$ cat config.mk
export PLATFORM = sky130hd
export DESIGN_NAME = ice_sl_arbiter
export DESIGN_NICKNAME = d
export VERILOG_FILES = /design/src/rtl/ice_sl_arbiter_pkg.sv /design/src/rtl/ice_rr_pick.sv /design/src/rtl/ice_sl_arbiter.sv
export SDC_FILE = /design/constraint.sdc
export NUM_CORES = 1
export LEC_CHECK = 0
export CORE_AREA = 2 2 91 93
export CTS_CLUSTER_SIZE = 14
export DETAILED_ROUTE_END_ITERATION = 7
export DIE_AREA = 0 0 93 95
export MAX_ROUTING_LAYER = met4
export PLACE_DENSITY = 0.83
export SLEW_MARGIN = 0
export SYNTH_ARGS = -nofsm -noshare
export SYNTH_HDL_FRONTEND = slang
export SYNTH_SLANG_ARGS = --single-unit
$ cat constraint.sdc
create_clock -name clk -period 7 [get_ports clk]
set_input_delay 1.05 -clock clk [delete_from_list [all_inputs] [get_ports clk]]
set_output_delay 1.05 -clock clk [all_outputs]
set_load 0.005 [all_outputs]
$ cat src/rtl/ice_sl_arbiter_pkg.sv
// Shared constants for the slave-bus response arbiter and its helpers.
package ice_sl_arbiter_pkg;

  localparam int ICE_SL_NUM_DEV = 7;

  localparam logic [1:0] ARB_IDLE  = 2'd0;
  localparam logic [1:0] ARB_GRANT = 2'd1;
  localparam logic [1:0] ARB_GAP   = 2'd2;

endpackage

$ cat src/rtl/ice_rr_pick.sv
// Circular first-one finder: the lowest set bit of cand at or above ptr,
// wrapping around at NUM_DEV. Purely combinational, reusable by any arbiter.
module ice_rr_pick #(
  parameter int NUM_DEV = 7,
  parameter int ID_W    = 3
) (
  input  logic [NUM_DEV-1:0] cand,
  input  logic [ID_W-1:0]    ptr,
  output logic [ID_W-1:0]    pick_id,
  output logic               pick_valid
);

  logic [ID_W:0]   idx;
  logic [ID_W-1:0] idx_w;

  always_comb begin
    pick_valid = 1'b0;
    pick_id    = '0;
    idx        = '0;
    idx_w      = '0;
    for (int k = 0; k < NUM_DEV; k++) begin
      idx = {1'b0, ptr} + (ID_W+1)'(k);
      if (idx >= (ID_W+1)'(NUM_DEV)) begin
        idx = idx - (ID_W+1)'(NUM_DEV);
      end
      idx_w = idx[ID_W-1:0];
      if (!pick_valid && cand[idx_w]) begin
        pick_valid = 1'b1;
        pick_id    = idx_w;
      end
    end
  end

endmodule

$ cat src/rtl/ice_sl_arbiter.sv
// Round-robin owner of the shared slave response bus, with a high-priority
// class, a per-message hold watchdog and a dead-cycle gap between owners.
//
//   state     | meaning
//   ARB_IDLE  | no owner; a grant is issued as soon as a candidate exists
//   ARB_GRANT | one source owns the bus; hold watchdog running
//   ARB_GAP   | bus released; idle GAP_CYCLES before the next grant
module ice_sl_arbiter
  import ice_sl_arbiter_pkg::*;
#(
  parameter int NUM_DEV    = ICE_SL_NUM_DEV,
  parameter int ID_W       = 3,
  parameter int GAP_CYCLES = 1,
  parameter int TMO_W      = 16
) (
  input  logic               clk,
  input  logic               reset,
  input  logic [NUM_DEV-1:0] sl_arb_request,
  input  logic [NUM_DEV-1:0] req_enable,
  input  logic [NUM_DEV-1:0] hi_prio,
  input  logic [TMO_W-1:0]   timeout_cycles,
  output logic [NUM_DEV-1:0] sl_arb_grant,
  output logic               busy,
  output logic [ID_W-1:0]    grant_id,
  output logic               timeout_pulse,
  output logic [ID_W-1:0]    timeout_id
);

  logic [1:0]         state_q, state_d;
  logic [NUM_DEV-1:0] grant_q, grant_d;
  logic [NUM_DEV-1:0] blocked_q, blocked_d;
  logic [ID_W-1:0]    grant_id_q, grant_id_d;
  logic [ID_W-1:0]    rr_ptr_q, rr_ptr_d;
  logic [ID_W-1:0]    tmo_id_q, tmo_id_d;
  logic [TMO_W-1:0]   hold_ctr_q, hold_ctr_d;
  logic [3:0]         gap_ctr_q, gap_ctr_d;
  logic               tmo_pulse_q, tmo_pulse_d;

  logic [NUM_DEV-1:0] eligible, hi_cand, cand;
  logic [ID_W-1:0]    pick_id;
  logic               pick_valid;
  logic               owner_live;
  logic               watchdog_hit;

  assign eligible = sl_arb_request & req_enable & ~blocked_q;
  assign hi_cand  = eligible & hi_prio;
  assign cand     = (hi_cand != '0) ? hi_cand : eligible;

  ice_rr_pick #(
    .NUM_DEV (NUM_DEV),
    .ID_W    (ID_W)
  ) u_pick (
    .cand       (cand),
    .ptr        (rr_ptr_q),
    .pick_id    (pick_id),
    .pick_valid (pick_valid)
  );

  assign owner_live   = sl_arb_request[grant_id_q] & req_enable[grant_id_q];
  assign watchdog_hit = (timeout_cycles != '0) &&
                        (hold_ctr_q == timeout_cycles - TMO_W'(1));

  always_comb begin
    state_d     = state_q;
    grant_d     = grant_q;
    grant_id_d  = grant_id_q;
    rr_ptr_d    = rr_ptr_q;
    tmo_id_d    = tmo_id_q;
    hold_ctr_d  = hold_ctr_q;
    gap_ctr_d   = gap_ctr_q;
    tmo_pulse_d = 1'b0;
    // A source that lets go of its request is forgiven for any earlier revoke.
    blocked_d   = blocked_q & sl_arb_request;

    case (state_q)
      ARB_IDLE: begin
        if (pick_valid) begin
          grant_d          = '0;
          grant_d[pick_id] = 1'b1;
          grant_id_d       = pick_id;
          rr_ptr_d         = (pick_id == ID_W'(NUM_DEV-1)) ? '0 : pick_id + ID_W'(1);
          hold_ctr_d       = '0;
          state_d          = ARB_GRANT;
        end
      end
      ARB_GRANT: begin
        if (!owner_live) begin
          grant_d   = '0;
          gap_ctr_d = 4'(GAP_CYCLES-1);
          state_d   = ARB_GAP;
        end else if (watchdog_hit) begin
          grant_d               = '0;
          tmo_pulse_d           = 1'b1;
          tmo_id_d              = grant_id_q;
          blocked_d[grant_id_q] = 1'b1;
          gap_ctr_d             = 4'(GAP_CYCLES-1);
          state_d               = ARB_GAP;
        end else if (hold_ctr_q != '1) begin
          hold_ctr_d = hold_ctr_q + TMO_W'(1);
        end
      end
      ARB_GAP: begin
        if (gap_ctr_q == '0) begin
          state_d = ARB_IDLE;
        end else begin
          gap_ctr_d = gap_ctr_q - 4'd1;
        end
      end
      default: begin
        grant_d = '0;
        state_d = ARB_IDLE;
      end
    endcase
  end

  always_ff @(posedge clk) begin
    if (reset) begin
      state_q     <= ARB_IDLE;
      grant_q     <= '0;
      blocked_q   <= '0;
      grant_id_q  <= '0;
      rr_ptr_q    <= '0;
      tmo_id_q    <= '0;
      hold_ctr_q  <= '0;
      gap_ctr_q   <= '0;
      tmo_pulse_q <= 1'b0;
    end else begin
      state_q     <= state_d;
      grant_q     <= grant_d;
      blocked_q   <= blocked_d;
      grant_id_q  <= grant_id_d;
      rr_ptr_q    <= rr_ptr_d;
      tmo_id_q    <= tmo_id_d;
      hold_ctr_q  <= hold_ctr_d;
      gap_ctr_q   <= gap_ctr_d;
      tmo_pulse_q <= tmo_pulse_d;
    end
  end

  assign sl_arb_grant  = grant_q;
  assign busy          = (state_q != ARB_IDLE);
  assign grant_id      = grant_id_q;
  assign timeout_pulse = tmo_pulse_q;
  assign timeout_id    = tmo_id_q;

endmodule

Yosys cells after proc, flatten, opt, wreduce, memory -nomap -nowiden
Index checks and enable logic that the tools add are counted.

storage, ports and cells
  flip-flop bits (word level) = 46
  output and inout bits = 15

cells by class
  bitwise logic cells = 10
  mux-type cells = 67
  magnitude comparators = 18
  add/sub/neg operators = 17
  reductions and logical operators = 29
  eq/ne operators = 12

operators by type and width
  operator                                                                             number
  16-bit 2-to-1 mux                                                                    4
  7-bit 2-to-1 mux                                                                     7
  3-bit 2-to-1 mux                                                                     15
  3-bit by 4-bit < comparator with 1-bit output, second input constant                 9
  16-bit one-hot mux with 2 select lines                                               1
  7-bit AND                                                                            4
  1-bit binary-select mux with 3-bit select                                            9
  4-bit by 3-bit greater-or-equal comparator with 1-bit output, second input constant  6
  7-bit one-hot mux with 3 select lines                                                1
  3-bit subtractor, second input constant                                              7
  1-bit 2-to-1 mux                                                                     19
  16-bit by 1-bit adder with 16-bit output, second input constant                      1
  16-bit equality test                                                                 1
  16-bit inequality test, second input constant                                        1
  16-bit nonzero test                                                                  1
  16-bit by 1-bit subtractor with 16-bit output, second input constant                 1
  3-bit by 3-bit adder with 4-bit output, second input constant                        3
  4-bit 2-to-1 mux                                                                     3
  2-bit inequality test, second input constant                                         6
  3-bit AND reduction                                                                  4
  1-bit logical AND                                                                    9
  3-bit by 2-bit adder with 4-bit output, second input constant                        2
  2-bit 2-to-1 mux                                                                     4
  4-bit one-hot mux with 2 select lines                                                1
  23 further kinds                                                                     34

Depth between registers and ports, before layout
  word-level depth = 32
  gate-level depth with buffers = 17
  gate-level depth less buffers = 15

Cells and area by module
From an unflattened synthesis, not the netlist that was laid out.

unflattened totals
  cell total of the unflattened synthesis = 617
  area, all modules = 4840.9 um^2

modules (own cells, without submodules)
  module          area each (um^2)  instances  cells each
  ice_sl_arbiter  3342.0            1          426
  ice_rr_pick     1498.9            1          191

Worst setup path after synthesis
Ideal clock, no wire load.

  path type = input to register
  start point = input timeout_cycles[0]
  end point = register hold_ctr_q[14]
  arrival time = 3.682 ns
  data required time = 6.872 ns
  stages = 15
  slack = 3.191 ns
  path through = inv_1 -> ha_1 -> clkbuf_1 -> inv_1 -> nor4_1 -> mux2_2 -> mux2i_1 -> a21oi_1 -> nand4_1 -> nand2_1 -> o21ai_2 -> buf_2 -> nand3_1 -> xor2_1 -> nor2_1

between the ends
  longest elaborated chain between the ends = 5

ends and longest elaborated chain
  what                                           line                   RTL
  start: declaration                             ice_sl_arbiter.sv:21   input logic [TMO_W-1:0] timeout_cycles,
  16-bit by 1-bit subtractor with 16-bit output  ice_sl_arbiter.sv:61   (hold_ctr_q == timeout_cycles - TMO_W'(1));
  16-bit equality test                           ice_sl_arbiter.sv:61
  1-bit logical AND *                            ice_sl_arbiter.sv:60   assign watchdog_hit = (timeout_cycles != '0) &&
  2-bit inequality test (no source line) *       --
  5-bit AND reduction (no source line) *         --
  end signal: assignment                         ice_sl_arbiter.sv:134  hold_ctr_q <= hold_ctr_d;
  end: declaration                               ice_sl_arbiter.sv:35   logic [TMO_W-1:0] hold_ctr_q, hold_ctr_d;

Mark *: on every way between the ends. The rest lies on a longest branch, timed or not.
A chain may end at the register's enable or synchronous reset.

Worst setup path after layout
  start point = register rr_ptr_q[0]
  end point = register grant_q[2], in the netlist sl_arb_grant[2]

between the ends
  longest elaborated chain between the ends = 29

ends and longest elaborated chain
  what                                                                             line                   RTL
  start: declaration                                                               ice_sl_arbiter.sv:33   logic [ID_W-1:0] rr_ptr_q, rr_ptr_d;
  start signal: assignment                                                         ice_sl_arbiter.sv:132  rr_ptr_q <= rr_ptr_d;
  branches (longest 29 deep; another with 3-bit by 1-bit adder with 4-bit output)  --
  end signal: assignment                                                           ice_sl_arbiter.sv:129  grant_q <= grant_d;
  end: declaration                                                                 ice_sl_arbiter.sv:30   logic [NUM_DEV-1:0] grant_q, grant_d;

Parallel ways; which one is timed is not known. The select of a mux whose other input is x is not followed.

==> results.yml <==
run_status:
  status: "complete, no violations"
yosys:
  ys_seq_area_frac: 0.1997
  syn-num-nets: 630
  muxShareOfSynthArea: 0.06811
  synth_area_per_cell_um2: 8.033
  synth_top_family_by_area: "simple AND/OR/NAND/NOR gates"
  yosys.area_share.simple: 0.3324
  synth-async-reset-ratio: 0
  syn_area_mm2: 0.004611
  synth_xor_area_frac: 0.08765
  synth_edf_count: 0
  synthAdderAreaFrac: 0.04776
  ys_warn_count: 0
  synth.distinct_cells: 85
  synth_seq_cells: 46
  synth_cells: 574
  synth-compound-area-share: 0.2225
  synth_flop_cell: "dfxtp_1"
global_routing:
  track_usage: 0.3093
  grt_pass1_vias: 4282
  grt_max_degree: 31
  overflow: 0
  antenna_found_initial: 0
  grt_first_pass_wirelength_mm: 21.11
route:
  wire_per_inst_um: 18.66
  drt_wl_total_mm: 13.49
  vias: 4706
  initialDrtViolationCount: 256
  first_pass_iters: 5
  vias_per_cell: 6.509
  final_antenna_net_count: 0
  drc: 0
clock_network:
  cts.clk_slew.worst_paths_ps: 100
  post_cts_buffers: 0
  clock-sinks: 46
  cts.htree.levels: 2
  cts_buffers: 5
  clk_path_buf_depth: 2
  ctsResizeCount: 0
  cts_tree: "yes"
  hold_buffers: 0
  cts_root_buf: "clkbuf_8"
  clock_latency_ps: 310
place:
  gp_congestion: 1.003
  place_ws_ps: 2095
  dpl.cell_count: 715
  port_buffers: 53
  dpl.hpwl_mm: 10.58
  place_area_mm2: 0.005200
layout:
  drive_gt1_frac: 0.09061
  stdcell_area_mm2: 0.005293
  stdcell_count: 723
  final_util: 0.6676
  syn_to_final_growth_pct: 14.79
  diodes: 0
  nNetsFinal: 673
setup_path:
  startpoint: "rr_ptr_q[0]$_SDFFE_PP0P_"
  r2r_start: "rr_ptr_q[0]$_SDFFE_PP0P_"
  cp-end-kind: "flip-flop"
  cp_max_fo: 22
  ff2ff_path_depth: 12
  rrSetupSlack_ps: 2090
  r2r_end: "sl_arb_grant[2]$_SDFFE_PP0P_"
  cp.arrival_ps: 5130
  cp.required_ps: 7220
  worstSetupStartpointType: "flip-flop"
  critPathCapture: "sl_arb_grant[2]$_SDFFE_PP0P_"
  path_class: "reg2reg"
sta:
  rsz0062_at_grt: "false"
  hold_viol: 0
  min_period_ps: 4913
  report.final.slew_viol_count: 0
  whs_ps: 462.2
  fin_ws_ps: 2087
  clock_skew_ps: 6.426
  fmax_ghz: 0.2035
  setup-tns-final_ps: 0
  setup_viol: 0
  fin_crit_sh: 0.7019
  worst_pin_slew_ps: 872.0
  maxSlewHeadroom: 0.4179
floorplanning:
  core_region_area_mm2: 0.007928
  rows: 33
  boundaryPins: 54
  die_w_um: 93
  start_util: 0.5816
  die_area_mm2: 0.008835
  die_h_um: 95
power_and_ir_drop:
  powerDensity_mw_per_mm2: 398.4
  cellLeakagePower_nw: 1.911
  p_total_mw: 2.109
  irDropWorstVdd_uv: 372.2
min_path:
  hold_path.class: "reg2reg"
run:
  cap_violations: 0
## metal layers
| layer | GRT usage | part of all wire |
|---|---|---|
| met5 | - | 0 |
| met3 | 0.03432 | 0.059 |
| met2 | 0.5109 | 0.48 |
| met4 | 0.09559 | 0.022 |
| met1 | 0.4000 | 0.44 |
## layout by cell type (no fill, tap or decap), types with 6 or more instances in the layout
cell type / Yosys / final
nor2_1: 70 / 70
clkdlybuf4s50_1: 0 / 53
dfxtp_1: 46 / 46
a21oi_1: 31 / 31
inv_1: 28 / 28
xor2_1: 24 / 24
nand2_1: 21 / 21
mux2i_1: 19 / 19
nand3_1: 19 / 19
nor3_1: 18 / 18
xnor2_1: 17 / 17
ha_1: 16 / 16
and3_1: 13 / 13
nand4_1: 12 / 12
o21ai_0: 12 / 12
nand2b_1: 11 / 11
nor4_1: 9 / 9
nand4b_1: 9 / 9
or3_1: 9 / 9
nand3b_1: 8 / 8
a22oi_1: 8 / 8
nor2b_1: 7 / 7
a31oi_1: 6 / 6
o211ai_1: 6 / 6
a211oi_1: 6 / 6
o32ai_1: 6 / 6
## Yosys cell counts (all sizes together), types with 13 or more instances
cell type,n,area share
nand4,14,0.022
and3,13,0.018
xor2,24,0.046
ha,16,0.043
nor3,19,0.023
xnor2,17,0.032
dfxtp,46,0.20
inv,28,0.023
nand3,19,0.021
nand2,23,0.020
nor2,73,0.062
a21oi,35,0.045
mux2i,20,0.046
o21ai,17,0.019
## final cells by class
class | instances | area [um^2]
well taps | 105 | 131.4
repair buffers | 55 | 545.5
clock inverters | 3 | 23.77
clock buffers | 5 | 68.82
flip-flops and latches | 46 | 920.9
multi-input cells | 481 | 3497
inverters | 28 | 105.1
fillers | 706 | 2635
## sequential cells by signal, indices dropped and copies added, names as in the netlist
signal	count
hold_ctr_q	16
blocked_q	7
sl_arb_grant	7
gap_ctr_q	4
grant_id	3
rr_ptr_q	3
timeout_id	3
state_q	2
timeout_pulse	1
## how the worst min path moves through the flow
stage	from	endpoint	slack, ps	cells past startpoint
final	sl_arb_grant[4]$_SDFFE_PP0P_	sl_arb_grant[4]$_SDFFE_PP0P_	460	2
after global routing	sl_arb_grant[2]$_SDFFE_PP0P_	sl_arb_grant[2]$_SDFFE_PP0P_	490	2
after CTS	sl_arb_grant[4]$_SDFFE_PP0P_	sl_arb_grant[4]$_SDFFE_PP0P_	470	2
after detailed placement	sl_arb_grant[4]$_SDFFE_PP0P_	sl_arb_grant[4]$_SDFFE_PP0P_	450	2
after global placement	sl_arb_grant[2]$_SDFFE_PP0P_	sl_arb_grant[2]$_SDFFE_PP0P_	450	2
after floorplan	sl_arb_grant[4]$_SDFFE_PP0P_	sl_arb_grant[4]$_SDFFE_PP0P_	450	2
## report_power, final
part | internal (mW) | total, mW | switching, mW
clock | 0.0716 | 0.172 | 0.101
combinational | 0.608 | 1.57 | 0.962
sequential | 0.303 | 0.367 | 0.0642
total | 0.982 | 2.11 | 1.13
## kinds of logic after synthesis
kind of cell | after synthesis
AO/OA/AOI/OAI | 136
flip-flops | 46
adder cells (fa/ha/maj) | 17
multiplexers | 27
XOR/XNOR | 43
buffers and inverters | 47
AND/OR/NAND/NOR | 258
## critical path: stages (launching register included)
cell and delay, ps:
dfxtp_1 900, inv_1 320, ha_1 640, mux2i_1 520
nand2b_1 200, nor3_1 60, or4_4 580, nand2b_2 260
nor3_4 310, o211ai_1 180, a31oi_2 270, nand2b_1 250
o32ai_1 320
Power figures use the tool's default switching activity.
